**src/rtl/instruction_fetch_unit.sv**
```systemverilog
// Fetch stage: PC register driving the instruction ROM address, plus the IF/ID pipeline register.
// Optional performance counters are enabled with FETCH_PERF_CNT_EN.
module instruction_fetch_unit #(
   parameter logic [31:0] RESET_PC = 32'h0000_0000
) (
   input  logic        Clock_i,
   input  logic        Reset_i,
   input  logic        Stall_i,
   input  logic        Flush_i,
   input  logic        BranchTaken_i,
   input  logic [31:0] BranchTarget_i,
   input  logic        Jump_i,
   input  logic [25:0] JumpIndex_i,
   input  logic [31:0] InstructionIn_i,
   output logic [31:0] Address_o,
   output logic [31:0] InstructionOut_o,
   output logic [31:0] PcOut_o,
   output logic [31:0] PcPlus4Out_o,
   output logic        Valid_o
`ifdef FETCH_PERF_CNT_EN
   ,
   output logic [31:0] FetchCount_o,
   output logic [31:0] StallCount_o
`endif
);

   logic [31:0] pc_q, pc_d;
   logic [31:0] pc_plus4;
   logic [31:0] jump_target;
   logic [31:0] instr_q, instr_d;
   logic [31:0] pc_out_q, pc_out_d;
   logic [31:0] pc_plus4_out_q, pc_plus4_out_d;
   logic        valid_q, valid_d;
   logic        redirect;
   logic        kill;
   logic        load;

   assign pc_plus4    = pc_q + 32'd4;
   // Jump region comes from the PC+4 of the jump itself, which now sits in IF/ID.
   assign jump_target = {pc_plus4_out_q[31:28], JumpIndex_i, 2'b00};
   assign redirect    = BranchTaken_i | Jump_i;
   assign kill        = Flush_i | redirect;
   assign load        = !kill && !Stall_i;

   always_comb begin
      pc_d = pc_plus4;
      if (BranchTaken_i)
         pc_d = BranchTarget_i & 32'hFFFF_FFFC;
      else if (Jump_i)
         pc_d = jump_target;
      else if (Stall_i)
         pc_d = pc_q;
   end

   always_comb begin
      instr_d        = instr_q;
      pc_out_d       = pc_out_q;
      pc_plus4_out_d = pc_plus4_out_q;
      valid_d        = valid_q;
      if (kill) begin
         instr_d        = 32'h0;
         pc_out_d       = pc_q;
         pc_plus4_out_d = pc_plus4;
         valid_d        = 1'b0;
      end else if (!Stall_i) begin
         instr_d        = InstructionIn_i;
         pc_out_d       = pc_q;
         pc_plus4_out_d = pc_plus4;
         valid_d        = 1'b1;
      end
   end

   always_ff @(posedge Clock_i or posedge Reset_i) begin
      if (Reset_i) begin
         pc_q           <= RESET_PC;
         instr_q        <= 32'h0;
         pc_out_q       <= 32'h0;
         pc_plus4_out_q <= 32'h0;
         valid_q        <= 1'b0;
      end else begin
         pc_q           <= pc_d;
         instr_q        <= instr_d;
         pc_out_q       <= pc_out_d;
         pc_plus4_out_q <= pc_plus4_out_d;
         valid_q        <= valid_d;
      end
   end

   assign Address_o        = pc_q;
   assign InstructionOut_o = instr_q;
   assign PcOut_o          = pc_out_q;
   assign PcPlus4Out_o     = pc_plus4_out_q;
   assign Valid_o          = valid_q;

`ifdef FETCH_PERF_CNT_EN
   logic [31:0] fetch_cnt_q, stall_cnt_q;

   always_ff @(posedge Clock_i or posedge Reset_i) begin
      if (Reset_i) begin
         fetch_cnt_q <= 32'h0;
         stall_cnt_q <= 32'h0;
      end else begin
         if (load)
            fetch_cnt_q <= fetch_cnt_q + 32'd1;
         if (Stall_i && !redirect)
            stall_cnt_q <= stall_cnt_q + 32'd1;
      end
   end

   assign FetchCount_o = fetch_cnt_q;
   assign StallCount_o = stall_cnt_q;
`endif

endmodule

```
**config.mk**
```make
export PLATFORM = sky130hd
export DESIGN_NAME = instruction_fetch_unit
export DESIGN_NICKNAME = d
export VERILOG_FILES = /design/src/rtl/instruction_fetch_unit.sv
export SDC_FILE = /design/constraint.sdc
export NUM_CORES = 1
export LEC_CHECK = 0
export BUFFER_PORTS_ARGS = -buffer_cell sky130_fd_sc_hd__clkbuf_2
export CAP_MARGIN = 20
export CORE_MARGIN = 2
export CORE_UTILIZATION = 45
export DETAILED_ROUTE_END_ITERATION = 6
export PLACE_DENSITY_LB_ADDON = 0.2
export SLEW_MARGIN = 40
export SYNTH_ARGS = -nofsm -noshare
export SYNTH_HDL_FRONTEND = slang
export SYNTH_SLANG_ARGS = --single-unit
export TNS_END_PERCENT = 30
```
**constraint.sdc**
```tcl
create_clock -name Clock_i -period 3.6 [get_ports Clock_i]
set_input_delay 0.54 -clock Clock_i [delete_from_list [all_inputs] [get_ports Clock_i]]
set_output_delay 0.54 -clock Clock_i [all_outputs]
set_load 0.02 [all_outputs]
```
==> results_dict.tcl <==
set metrics [dict create \
    cp-endpoint "Address_o[16]" \
    diodes 0 \
    drt_wl_total_um 16600 \
    syn2layout_area_growth_pct 29.4 \
    fin_total_pwr_w 0.00415 \
    critPathLaunch "Address_o[2]" \
    worstMarginPinSlew_ps 714 \
    p_seq_share_pct 39.7 \
    vias 5174 \
    antenna_found_initial 0 \
    grt_max_degree 124 \
    syn_inst 576 \
    holdBufCountCts 0 \
    arrival_ps 2550 \
    synth_common_cells "dfrtp_1, nor2_1, a21oi_1" \
    start_util_pct 45.9 \
    cts_setup_buffers 0 \
    htree_num_levels 4 \
    grt_first_pass_wirelength_um 27100 \
    synth_xor_area_share_pct 5.81 \
    finalHoldViolCount 0 \
    max-slew-margin-rel_pct 52.4 \
    crit_path_max_fanout 10 \
    synth-edff-count 0 \
    fin_crit_ps 2280 \
    final-setup-viol-count 0 \
    drc_errors 0 \
    power_leakage_nw 3.81 \
    final.setup.tns_ps 0 \
    clk_pin_slew_ps 60 \
    synthArstFlopShare_pct 100 \
    cts.path.max_buffers 2 \
    ys_warn_count 0 \
    synth-adder-area-share_pct 0.208 \
    fin_crit_sh_pct 63.3 \
    rows 42 \
    clock_latency_ps 420 \
    port_buffers 216 \
    cts_root_buf "clkbuf_16" \
    power_frac_comb_pct 17.1 \
    clkPwrFrac_pct 43.2 \
    numCtsBuffers 17 \
    cts_tree "built" \
    hp-class "input port to asynchronous set/reset pin" \
    r2r_slack_ps 1320 \
    core_area_um2 13100 \
    grt-ovfl-total 0 \
    fp.dieW_um 120 \
    final_util_pct 59.4 \
    synth_top_family_by_area "simple AND/OR/NAND/NOR gates" \
    swShare_pct 28.8 \
    first_pass_iters 5 \
    drive_gt1_share_pct 37.9 \
    p_int_w 0.00296 \
    maxCapViolCount 0 \
    ys_seq_area_share_pct 51.0 \
    ir_worst_vdd_mv 0.285 \
    yosys.area.top_type_share_pct 51.0 \
    io-pin-count 225 \
    synth-compound-area-share_pct 11.0 \
    drv_slew 0 \
    yosys.cell_types.count 55 \
    rsz0062_at_grt "false" \
    r2r_cells 6 \
    regToRegEndpoint "Address_o[16]" \
    dp_hpwl_um 11300 \
    rr_startpoint "Address_o[2]" \
    die_area_um2 14300 \
    die_h_um 120 \
    synth_top_cells_by_area "dfrtp_1, mux2_2, mux2i_1" \
    cp.required_ps 3870 \
    wl_per_cell_um 17.2 \
    endpoint_kind "register" \
    skew_ps 6.30 \
    synth_most_common_cell "dfrtp_1" \
    drtIter0Drc 337 \
    yosys.area_share.simple_pct 15.6 \
    yosys.area.top_type "dfrtp_1" \
    syn_area_per_cell_um2 10.5 \
    clkSinkCount 123 \
    ys_ff_latch 123 \
    switchingPower_w 0.00120 \
    power.density_nw_per_um2 532 \
    outcome "finished clean" \
    crit_path_start_kind "register" \
    postRouteAntennaNets 0 \
    ys.flop_type "dfrtp_1" \
    crit_type "register to register" \
    nets 875 \
    hold_ws_ps 299 \
    syn_area_um2 6030 \
    grtUsageTotal_pct 24.1 \
    routabilityCongestion 0.769 \
    first_global_vias 5239 \
    via_per_inst 5.35 \
    post_cts_resized 0 \
    yosys-mux-area-fraction_pct 11.8 \
    max_freq_ghz 0.439 \
]
[worst min path at each step]
stage	slack (ps)	endpoint	start
final	300	InstructionOut_o[6]	Reset_i
after global routing	320	Address_o[2]	BranchTarget_i[2]
after CTS	310	Address_o[7]	BranchTarget_i[7]
after detailed placement	500	PcOut_o[9]	PcOut_o[9]
after global placement	490	PcOut_o[15]	PcOut_o[15]
after floorplan	610	Valid_o	Valid_o
[placed cells by master (no fill, tap or decap), types with 4 or more instances in the layout]
cell and count:
a211oi_1 4, a21oi_1 52, a22oi_1 7, and3_1 9, buf_4 5, bufinv_16 4
clkbuf_16 17, clkbuf_2 215, clkinv_2 4, clkinvlp_4 4, conb_1 6, dfrtp_1 123
inv_1 7, mux2_2 33, mux2i_1 34, nand2_1 30, nand3_1 14, nand4_1 12
nor2_1 85, nor3_1 4, nor4_1 4, o211ai_1 5, o21ai_0 15, o22ai_1 6
xnor2_1 14, xor2_1 26
[layer usage]
| layer | wire length (um) | up-vias | track usage [%] |
|---|---|---|---|
| met1 | 7030 | 2536 | 30.6 |
| met5 | 0 | - | 0 |
| met4 | 179 | 0 | 6.10 |
| met3 | 1250 | 14 | 8.46 |
| met2 | 8140 | 202 | 39.4 |
| li1 | - | 2422 | - |
[state kept, by name, indices dropped and copies added (netlist names)]
name and cells:
InstructionOut_o 32, Address_o 30, PcOut_o 30, PcPlus4Out_o 30
Valid_o 1
[cell families (layout without fill, tap and decap cells)]
| kind of cell | Yosys count | after routing |
|---|---|---|
| AOI/OAI and AO/OA | 108 | 108 |
| adders and majority gates | 1 | 1 |
| buffers and inverters | 52 | 262 |
| muxes | 67 | 67 |
| and+or+nand+nor | 184 | 184 |
| DFF | 123 | 123 |
| xor gates and xnor gates | 40 | 40 |
| other | 1 | 6 |
[power by group through the flow]
stage	registers, W	logic [W]	clock network, W
floorplan	0.00180	0.000315	0
global placement	0.00166	0.000702	0
detailed placement	0.00167	0.000715	0
CTS	0.00165	0.000719	0.00182
global route	0.00167	0.000771	0.00189
finish	0.00165	0.000711	0.00179
[area by class of cell]
class | instances | area [um^2]
inverters | 8 | 33.8
clock inverters | 12 | 171
repair buffers | 222 | 1140
fillers | 1155 | 5330
clock buffers | 20 | 447
well taps | 176 | 220
multi-input cells | 406 | 2720
flip-flops and latches | 123 | 3080
[critical path, stage by stage, from the launching register on]
cell and delay (ps):
dfrtp_1 530, ha_1 270, nand3_2 300, nor4_4 500, nand3_1 160, xor2_1 220
o221ai_1 150
[through the flow]
stage,cell area (um^2),setup WS (ps),cells
after floorplan,6050,1550,581
after global placement,7180,1220,935
after global routing,7800,1100,967
after detailed placement,7190,1250,935
after CTS,7800,1320,967
final,7800,1320,967
(Power assumes the default switching activity.)
